$ cat src/rtl/alu_sequencer_if.sv
// alu_sequencer_if: command, ALU and response signals of the accumulator sequencer
//    cmd_*  : command handshake (valid/ready) with load flag, mode, operand B, carry-in, repeat count
//    alu_*  : operands/mode towards the combinational ALU and its result/overflow back
//    rsp_*  : result handshake (valid/ready) with accumulator and overflow
//    busy   : sequencer is not idle
//    slave  : the sequencer side; master: the command source / ALU / consumer side
interface alu_sequencer_if #(parameter int CNT_W = 4);
   logic             cmd_valid;
   logic             cmd_ready;
   logic             cmd_load;
   logic [2:0]       cmd_mode;
   logic [3:0]       cmd_opb;
   logic             cmd_cin;
   logic [CNT_W-1:0] cmd_rep;
   logic [3:0]       alu_a;
   logic [3:0]       alu_b;
   logic             alu_cin;
   logic [2:0]       alu_mode;
   logic [3:0]       alu_r;
   logic             alu_ovf;
   logic             rsp_valid;
   logic             rsp_ready;
   logic [3:0]       rsp_acc;
   logic             rsp_ovf;
   logic             busy;
   modport slave (
      input  cmd_valid, cmd_load, cmd_mode, cmd_opb, cmd_cin, cmd_rep, alu_r, alu_ovf, rsp_ready,
      output cmd_ready, alu_a, alu_b, alu_cin, alu_mode, rsp_valid, rsp_acc, rsp_ovf, busy
   );
   modport master (
      output cmd_valid, cmd_load, cmd_mode, cmd_opb, cmd_cin, cmd_rep, alu_r, alu_ovf, rsp_ready,
      input  cmd_ready, alu_a, alu_b, alu_cin, alu_mode, rsp_valid, rsp_acc, rsp_ovf, busy
   );
endinterface

$ cat src/rtl/alu_sequencer.sv
// alu_sequencer: accepts one command at a time, loads the accumulator or applies an ALU op 1..2^CNT_W times
//    clk, rst_n : clock, asynchronous active-low reset
//    bus        : alu_sequencer_if slave (cmd_* in, alu_* out/in, rsp_* out, busy out)
//    ALU_SEQ_STICKY_OVF_EN adds ovf_sticky (out, set on any sampled overflow) and ovf_clr (in, sync clear)
module alu_sequencer #(parameter int CNT_W = 4) (
   input  logic clk,
   input  logic rst_n,
`ifdef ALU_SEQ_STICKY_OVF_EN
   input  logic ovf_clr,
   output logic ovf_sticky,
`endif
   alu_sequencer_if.slave bus
);
   typedef enum logic [1:0] {IDLE, EXEC, RESP} state_t;
   state_t           state_q;
   logic [3:0]       acc_q;
   logic [3:0]       opb_q;
   logic [2:0]       mode_q;
   logic             cin_q;
   logic             ovf_q;
   logic [CNT_W-1:0] cnt_q;
   logic             exec;
   logic             ovf_mode;
   assign exec     = state_q == EXEC;
   // only add/sub produce a meaningful overflow; other modes may float alu_ovf
   assign ovf_mode = mode_q[2:1] == 2'b00;
   // gated by rst_n so the command source sees not-ready for the whole reset
   assign bus.cmd_ready = rst_n && state_q == IDLE;
   assign bus.rsp_valid = state_q == RESP;
   assign bus.busy      = state_q != IDLE;
   assign bus.rsp_acc   = acc_q;
   assign bus.rsp_ovf   = ovf_q;
   assign bus.alu_a     = acc_q;
   assign bus.alu_b     = exec ? opb_q : 4'd0;
   assign bus.alu_cin   = exec ? cin_q : 1'b0;
   assign bus.alu_mode  = exec ? mode_q : 3'd0;
   always_ff @(posedge clk or negedge rst_n) begin
      if (!rst_n) begin
         state_q <= IDLE;
         acc_q   <= 4'd0;
         opb_q   <= 4'd0;
         mode_q  <= 3'd0;
         cin_q   <= 1'b0;
         ovf_q   <= 1'b0;
         cnt_q   <= '0;
      end else begin
         case (state_q)
            IDLE: if (bus.cmd_valid) begin
               mode_q  <= bus.cmd_mode;
               opb_q   <= bus.cmd_opb;
               cin_q   <= bus.cmd_cin;
               cnt_q   <= bus.cmd_rep;
               ovf_q   <= 1'b0;
               acc_q   <= bus.cmd_load ? bus.cmd_opb : acc_q;
               state_q <= bus.cmd_load ? RESP : EXEC;
            end
            EXEC: begin
               acc_q   <= bus.alu_r;
               ovf_q   <= ovf_mode ? (ovf_q | bus.alu_ovf) : ovf_q;
               // counting down to zero inclusive gives rep+1 iterations without needing a wider counter
               cnt_q   <= cnt_q - 1'b1;
               state_q <= cnt_q == '0 ? RESP : EXEC;
            end
            RESP: state_q <= bus.rsp_ready ? IDLE : RESP;
            default: state_q <= IDLE;
         endcase
      end
   end
`ifdef ALU_SEQ_STICKY_OVF_EN
   logic sticky_q;
   // a set in the same cycle as ovf_clr wins
   always_ff @(posedge clk or negedge rst_n) begin
      if (!rst_n) sticky_q <= 1'b0;
      else if (exec && ovf_mode && bus.alu_ovf) sticky_q <= 1'b1;
      else if (ovf_clr) sticky_q <= 1'b0;
   end
   assign ovf_sticky = sticky_q;
`endif
endmodule

$ cat src/flat_wrapper.sv
// flat-port wrapper written by rule: the top's interface ports become plain ports
module alu_sequencer_flat 
#(parameter int CNT_W = 4)
  (clk, rst_n, bus_cmd_valid, bus_cmd_load, bus_cmd_mode, bus_cmd_opb, bus_cmd_cin, bus_cmd_rep, bus_alu_r, bus_alu_ovf, bus_rsp_ready, bus_cmd_ready, bus_alu_a, bus_alu_b, bus_alu_cin, bus_alu_mode, bus_rsp_valid, bus_rsp_acc, bus_rsp_ovf, bus_busy);
  alu_sequencer_if #(.CNT_W(CNT_W)) bus_i ();
  input  logic clk;
  input  logic rst_n;
  input wire logic [$bits(bus_i.cmd_valid)-1:0] bus_cmd_valid;
  input wire logic [$bits(bus_i.cmd_load)-1:0] bus_cmd_load;
  input wire logic [$bits(bus_i.cmd_mode)-1:0] bus_cmd_mode;
  input wire logic [$bits(bus_i.cmd_opb)-1:0] bus_cmd_opb;
  input wire logic [$bits(bus_i.cmd_cin)-1:0] bus_cmd_cin;
  input wire logic [$bits(bus_i.cmd_rep)-1:0] bus_cmd_rep;
  input wire logic [$bits(bus_i.alu_r)-1:0] bus_alu_r;
  input wire logic [$bits(bus_i.alu_ovf)-1:0] bus_alu_ovf;
  input wire logic [$bits(bus_i.rsp_ready)-1:0] bus_rsp_ready;
  output wire logic [$bits(bus_i.cmd_ready)-1:0] bus_cmd_ready;
  output wire logic [$bits(bus_i.alu_a)-1:0] bus_alu_a;
  output wire logic [$bits(bus_i.alu_b)-1:0] bus_alu_b;
  output wire logic [$bits(bus_i.alu_cin)-1:0] bus_alu_cin;
  output wire logic [$bits(bus_i.alu_mode)-1:0] bus_alu_mode;
  output wire logic [$bits(bus_i.rsp_valid)-1:0] bus_rsp_valid;
  output wire logic [$bits(bus_i.rsp_acc)-1:0] bus_rsp_acc;
  output wire logic [$bits(bus_i.rsp_ovf)-1:0] bus_rsp_ovf;
  output wire logic [$bits(bus_i.busy)-1:0] bus_busy;
  assign bus_i.cmd_valid = bus_cmd_valid;
  assign bus_i.cmd_load = bus_cmd_load;
  assign bus_i.cmd_mode = bus_cmd_mode;
  assign bus_i.cmd_opb = bus_cmd_opb;
  assign bus_i.cmd_cin = bus_cmd_cin;
  assign bus_i.cmd_rep = bus_cmd_rep;
  assign bus_i.alu_r = bus_alu_r;
  assign bus_i.alu_ovf = bus_alu_ovf;
  assign bus_i.rsp_ready = bus_rsp_ready;
  assign bus_cmd_ready = bus_i.cmd_ready;
  assign bus_alu_a = bus_i.alu_a;
  assign bus_alu_b = bus_i.alu_b;
  assign bus_alu_cin = bus_i.alu_cin;
  assign bus_alu_mode = bus_i.alu_mode;
  assign bus_rsp_valid = bus_i.rsp_valid;
  assign bus_rsp_acc = bus_i.rsp_acc;
  assign bus_rsp_ovf = bus_i.rsp_ovf;
  assign bus_busy = bus_i.busy;
  alu_sequencer #(.CNT_W(CNT_W)) u_core (.clk(clk), .rst_n(rst_n), .bus(bus_i));
endmodule
$ cat config.mk
export PLATFORM = sky130hd
export DESIGN_NAME = alu_sequencer_flat
export DESIGN_NICKNAME = d
export VERILOG_FILES = /design/src/rtl/alu_sequencer_if.sv /design/src/rtl/alu_sequencer.sv /design/src/flat_wrapper.sv
export SDC_FILE = /design/constraint.sdc
export NUM_CORES = 1
export LEC_CHECK = 0
export ABC_AREA = 1
export CORE_AREA = 2 2 52 54
export CTS_CLUSTER_DIAMETER = 30
export CTS_CLUSTER_SIZE = 12
export DETAILED_ROUTE_END_ITERATION = 8
export DIE_AREA = 0 0 54 56
export HOLD_SLACK_MARGIN = 0.1
export PLACE_DENSITY_LB_ADDON = 0.2
export SLEW_MARGIN = 20
export SYNTH_ARGS = -nofsm -noshare
export SYNTH_HDL_FRONTEND = slang
export SYNTH_SLANG_ARGS = --single-unit
$ cat constraint.sdc
create_clock -name clk -period 2.6 [get_ports clk]
set_input_delay 0.65 -clock clk [delete_from_list [all_inputs] [get_ports clk]]
set_output_delay 0.65 -clock clk [all_outputs]
set_load 0.01 [all_outputs]
==> flow_metrics.py, run 1 <==
metrics = {
    "placement": {
        "place_area_mm2": 0.00148,
        "port_buffers": 41,
        "hpwl_mm": 1.83,
        "gp_congestion": 0.753,
    },
    "sta": {
        "fin_crit_ps": 2490,
        "tns_ps": 0,
        "slew_headroom_pct": 78.0,
        "worst_pin_slew_ps": 329,
        "skew_ps": 2.27,
        "setup_viol": 0,
        "final-max-slew-violation-count": 0,
        "period_share_pct": 95.7,
        "rsz0062_at_grt": "false",
        "hold_violations": 0,
        "fmax_ghz": 0.402,
        "whs_ps": 506,
    },
    "clocking": {
        "cts_tree": "yes",
        "clock-sinks": 19,
        "ctsResizeCount": 0,
        "cts_setup_buffers": 0,
        "cts_buffers": 3,
        "cts_root_buffer": "clkbuf_4",
        "clockBufferDepth": 2,
        "htreeDepth": 1,
        "cts_hold_buf": 0,
        "clk_pin_slew_ps": 110,
        "clk_latency_ps": 290,
    },
    "yosys": {
        "yosys_warnings": 0,
        "ys_ff_latch": 19,
        "synthesis.nets": 168,
        "seq_area_frac_synth_pct": 43.8,
        "synth_area_per_cell_um2": 7.48,
        "synth.distinct_cells": 18,
        "synthesis.area_mm2": 0.00108,
        "synth_cells": 145,
    },
    "detailed_routing": {
        "drtIter0Drc": 12,
        "drt-total-wl_mm": 2.29,
        "drc_errors": 0,
        "dr_total_vias": 980,
        "wire_per_inst_um": 10.7,
        "vias_per_cell": 4.58,
        "ant_nets": 0,
        "first_pass_iters": 4,
    },
    "floorplan": {
        "boundaryPins": 42,
        "initial_core_util_pct": 44.6,
        "die_h_um": 56,
        "rows": 18,
        "die-area_mm2": 0.00302,
        "die_w_um": 54,
        "fp.coreArea_mm2": 0.00243,
    },
    "critical_path": {
        "startpoint_type": "input port",
        "crit_buf_inv": 3,
        "max_stage_delay_ps": 540,
        "worst-path-stages": 4,
        "crit_path_frequent_cell": "clkdlybuf4s50_1",
        "required_ps": 1950,
        "path_cells": "clkdlybuf4s50_1 > inv_1 > nor2_1 > clkdlybuf4s50_1",
        "cp.arrival_ps": 1840,
        "crit_path_end_kind": "primary output",
        "worstRegToRegCells": 6,
        "cpMaxStageDelayCell": "clkdlybuf4s50_1",
        "worstSetupPathType": "in -> out",
        "critPathTopFamily": "buffers and inverters",
        "worstPathMaxFanout": 2,
    },
    "grt": {
        "overflow": 0,
        "antenna_found_initial": 0,
        "grt_usage_pct": 16.9,
        "grt_max_degree": 20,
        "grt_pass1_vias": 999,
        "grt_first_pass_wirelength_mm": 3.90,
    },
    "min_path": {
        "worstHoldPathType": "reg -> reg",
        "min_path_cells": 2,
    },
    "final_layout": {
        "drive_gt1_share_pct": 13.0,
        "utilization_pct": 62.0,
        "area_growth_pct": 39.0,
        "antenna_cells": 0,
        "design_area_mm2": 0.00151,
        "num-fill-cells": 245,
        "nNetsFinal": 208,
    },
    "power": {
        "power.density_mw_per_mm2": 1110,
        "leakage_nw": 0.744,
        "ir_worst_vdd_mv": 0.621,
    },
    "outcome": {
        "status": "complete, no violations",
    },
    "run": {
        "drv_cap": 0,
    },
}
==> cell type report <==
class | instances | area (µm²) | share of cell area, %
Clock inverter | 1 | 5.00 | 0.332
Multi-Input combinational cell | 93 | 452 | 30.0
Timing Repair Buffer | 42 | 418 | 27.7
Clock buffer | 3 | 22.5 | 1.49
Tap cell | 30 | 37.5 | 2.49
Inverter | 26 | 97.6 | 6.47
Sequential cell | 19 | 475 | 31.5
==> cells in the mapped netlist <==
master | instances | area share, %
nor2_4 | 1 | 1.0
a21oi_2 | 2 | 1.6
nand3_1 | 5 | 2.3
nand2_4 | 2 | 2.1
o21ai_2 | 2 | 1.6
inv_2 | 4 | 1.4
ha_1 | 1 | 1.2
o21ai_1 | 6 | 2.8
dfrtp_1 | 19 | 44
nand2_2 | 5 | 2.9
nor2_1 | 16 | 5.5
buf_4 | 5 | 3.5
o21ai_0 | 9 | 4.2
inv_1 | 22 | 7.6
nand4_2 | 1 | 1.2
buf_6 | 2 | 2.1
nor2_2 | 2 | 1.2
nand2_1 | 41 | 14
==> metal layers <==
layer	GRT usage, %	vias up	routed length (µm)
met2	29.8	32	1130
met1	20.8	435	1020
met4	4.29	0	15
li1	-	511	-
met5	0	-	0
met3	2.42	2	132
==> path summary, 6_finish.rpt <==
kind,startpoint,endpoint,slack [ps]
max,rst_n,bus_cmd_ready,110
min,u_core.opb_q[1],u_core.opb_q[1],510
max reg2reg,u_core.state_q[0],u_core.bus.alu_a[3],1330
min reg2reg,u_core.opb_q[1],u_core.opb_q[1],510
max in group asynchronous,rst_n,u_core.opb_q[3],1670
min in group asynchronous,rst_n,u_core.cnt_q[1],730
==> metrics by stage <==
step           power [mW]  std cells  setup slack (ps)
6_report             1.67        214               112
5_1_grt              1.84        214              40.2
4_1_cts              1.69        214              97.2
3_5_place_dp         1.54        210              99.4
3_3_place_gp         1.50        210               105
2_1_floorplan        1.20        145              1030
==> power by group <==
| group | leakage, nW | switching, mW | internal [mW] |
|---|---|---|---|
| combinational | 0.492 | 0.540 | 0.446 |
| clock | 0.0177 | 0.0924 | 0.0571 |
| sequential | 0.235 | 0.0960 | 0.443 |
| total | 0.744 | 0.728 | 0.946 |
==> kinds of logic after synthesis <==
kind of cell               count (synthesis)  share of synthesized area [%]
AOI/OAI and AO/OA                         19                           10.2
buffers and inverters                     33                           14.5
DFF                                       19                           43.8
adders and majority gates                  1                           1.15
and+or+nand+nor                           73                           30.3
==> tightest hold or removal path, cell delays in order (launching register included) <==
cell and delay [ps]:
dfrtp_1 360, nand2_1 50, o21ai_0 70
==> placed cells by master, fill, tap and decap left out <==
cell type and n:
nand2_4 2, o21ai_0 9, nor2_1 16, nand3_1 5, nor2_2 2, nand2_1 41
o21ai_1 6, inv_1 22, o21ai_2 2, dfrtp_1 19, a21oi_2 2, nor2_4 1
nand2_2 5, ha_1 1, inv_2 4, clkinv_2 1, clkdlybuf4s50_1 41, clkbuf_4 3
buf_4 1, nand4_2 1
==> sequential cells by signal, summed over array words and instances, names as in the netlist <==
signal	count
u_core.bus.rsp_ovf	1
u_core.opb_q	4
u_core.mode_q	3
u_core.state_q	2
u_core.bus.alu_a	4
u_core.cin_q	1
u_core.cnt_q	4
Power figures use the tool's default switching activity.
==> inputs of run 2 (changes only) <==
CORE_AREA = 2 2 56 58   (was 2 2 52 54)
DIE_AREA = 0 0 58 60   (was 0 0 54 56)
clock period = 2.2 ns   (was 2.6 ns; I/O delays follow)
==> run 2 against run 1 <==
  * First-iteration DRC count increased by 67%
  * Highest routed layer unchanged
  * Sequential cell count did not move
  * Power increased by 20%
  * Largest power group unchanged
  * Critical endpoint is now bus_rsp_valid
  * Hold slack better by 9.9 ps
  * Critical path type is now reg -> out
  * Sequential share of layout area fell by 0.56 points
  * Clock power grew 22%
  * Critical path depth stayed put
==> flow_metrics.py, run 2 (same netlist as run 1, synthesis figures left out) <==
metrics = {
    "power": {
        "p_int_mw": 1.11,
        "leakage_nw": 0.888,
        "power.share.clock_pct": 9.1,
        "power.density_mw_per_mm2": 1300,
        "power_mw": 2.00,
        "pwr-share-seq_pct": 31.8,
        "pwr-share-comb_pct": 59.1,
        "p_sw_share_pct": 44.3,
        "p_switching_mw": 0.887,
        "ir_worst_vdd_mv": 0.623,
    },
    "outcome": {
        "status": "complete, no violations",
    },
    "sta": {
        "whs_ps": 516,
        "hold_violations": 0,
        "worst_pin_slew_ps": 333,
        "final-max-slew-violation-count": 0,
        "setup_viol": 0,
        "skew_ps": 7.94,
        "fin_crit_ps": 2100,
        "rsz0062_at_grt": "false",
        "slew_headroom_pct": 77.7,
        "period_share_pct": 95.3,
        "fmax_ghz": 0.477,
    },
    "clocking": {
        "cts_root_buffer": "clkbuf_4",
        "clock-sinks": 19,
        "cts_tree": "yes",
        "htreeDepth": 1,
        "clockBufferDepth": 2,
        "clk_latency_ps": 300,
        "cts_buffers": 3,
        "clk_pin_slew_ps": 120,
    },
    "critical_path": {
        "cpMaxStageDelayCell": "clkdlybuf4s50_1",
        "worstRegToRegCells": 7,
        "max_stage_delay_ps": 520,
        "required_ps": 1650,
        "worstSetupPathType": "reg -> out",
        "cp.arrival_ps": 1550,
        "path_cells": "inv_2 > nand2_1 > inv_1 > clkdlybuf4s50_1",
        "crit_path_end_kind": "primary output",
        "startpoint_type": "flop",
        "worstPathMaxFanout": 4,
    },
    "floorplan": {
        "die-area_mm2": 0.00348,
        "boundaryPins": 42,
        "die_w_um": 58,
        "die_h_um": 60,
        "rows": 20,
        "fp.coreArea_mm2": 0.00290,
        "initial_core_util_pct": 37.4,
    },
    "grt": {
        "grt_max_degree": 20,
        "grt_first_pass_wirelength_mm": 4.02,
        "antenna_found_initial": 0,
        "grt_usage_pct": 15.3,
        "grt_pass1_vias": 926,
        "overflow": 0,
    },
    "detailed_routing": {
        "vias_per_cell": 4.62,
        "drc_errors": 0,
        "drtIter0Drc": 20,
        "dr_total_vias": 1007,
        "first_pass_iters": 4,
        "ant_nets": 0,
        "wire_per_inst_um": 11.5,
        "drt-total-wl_mm": 2.51,
    },
    "final_layout": {
        "mostFrequentLayoutCells": "nand2_1, clkdlybuf4s50_1, inv_1",
        "drive_gt1_share_pct": 14.1,
        "nNetsFinal": 209,
        "area_growth_pct": 41.9,
        "layout_commonest_cell": "nand2_1",
        "antenna_cells": 0,
    },
    "min_path": {
        "min_path_cells": 2,
        "worstHoldPathType": "reg -> reg",
    },
    "placement": {
        "hpwl_mm": 1.87,
        "gp_congestion": 0.823,
        "port_buffers": 41,
    },
    "run": {
        "drv_cap": 0,
    },
}
[run 2: cell types whose count changed in the layout (fill, tap and decap cells not counted)]
cell	change
dfrtp_1	-1
clkdlybuf4s50_1	-9
buf_4	+1
dfrtp_2	+1
dlygate4sd2_1	+1
dlymetal6s2s_1	+8
[run 2: power by group through the flow]
stage                     Sequential [mW]  Combinational (mW)  Clock, mW
after floorplan                     0.646               0.776          0
after global placement              0.636                1.15          0
after detailed placement            0.650                1.18          0
after CTS                           0.635                1.20      0.191
after global routing                0.656                1.33      0.212
final                               0.637                1.18      0.183
[run 2: area by class of cell]
type | count | area (µm²)
fillers | 297 | 1360
flip-flops and latches | 19 | 477
multi-input cells | 93 | 452
repair buffers | 43 | 444
inverters | 26 | 97.6
well taps | 33 | 41.3
clock buffers | 3 | 22.5
clock inverters | 1 | 5.00
[run 2: final timing paths]
path / startpoint / endpoint / slack, ps
max: u_core.state_q[0] / bus_rsp_valid / 100
min in group asynchronous: rst_n / u_core.opb_q[0] / 610
max reg2reg: u_core.state_q[1] / u_core.bus.alu_a[0] / 810
min reg2reg: u_core.opb_q[3] / u_core.opb_q[3] / 520
min: u_core.opb_q[3] / u_core.opb_q[3] / 520
max in group asynchronous: rst_n / u_core.state_q[1] / 1370
[run 2: routing by layer]
layer	up-vias	GRT usage (%)	part of all wire [%]
li1	509	-	-
met1	466	18.2	44
met2	30	27.4	49
met3	2	2.81	5.9
met4	0	5.98	0.68
met5	-	0	0
[run 2: through the flow]
stage	setup TNS [ps]	instances	utilization (%)	cell area (µm²)	setup WS (ps)
2_1_floorplan	0	145	-	1080	726
3_3_place_gp	-56.2	213	51.1	1480	-56.2
3_5_place_dp	-54.7	213	51.1	1480	-54.7
4_1_cts	0	218	52.3	1520	1.56
5_1_grt	0	218	53.0	1540	38.6
6_report	0	218	53.0	1540	104
[run 2: what timing repair did]
| item | CTS | global route |
|---|---|---|
| setup buffers | 1 | 0 |
| hold buffers | 0 | 0 |
| hold endpoints to repair | 0 | 0 |
| pin swaps | 0 | 0 |
| setup endpoints to repair | 9 | 8 |
| resized for setup | 2 | 8 |
[run 2: critical path, delay by kind of cell, from the launching register on]
| family | cells | cell delay, ps |
|---|---|---|
| buf+inv | 3 | 700 |
| flops | 1 | 480 |
| simple gates | 1 | 70 |
==> inputs of run 3 (changes only) <==
ABC_CLOCK_PERIOD_IN_PS = 2200   (was unset)
==> results of run 3 <==
No change in the layout: final DEF, timing and power equal those of run 2.
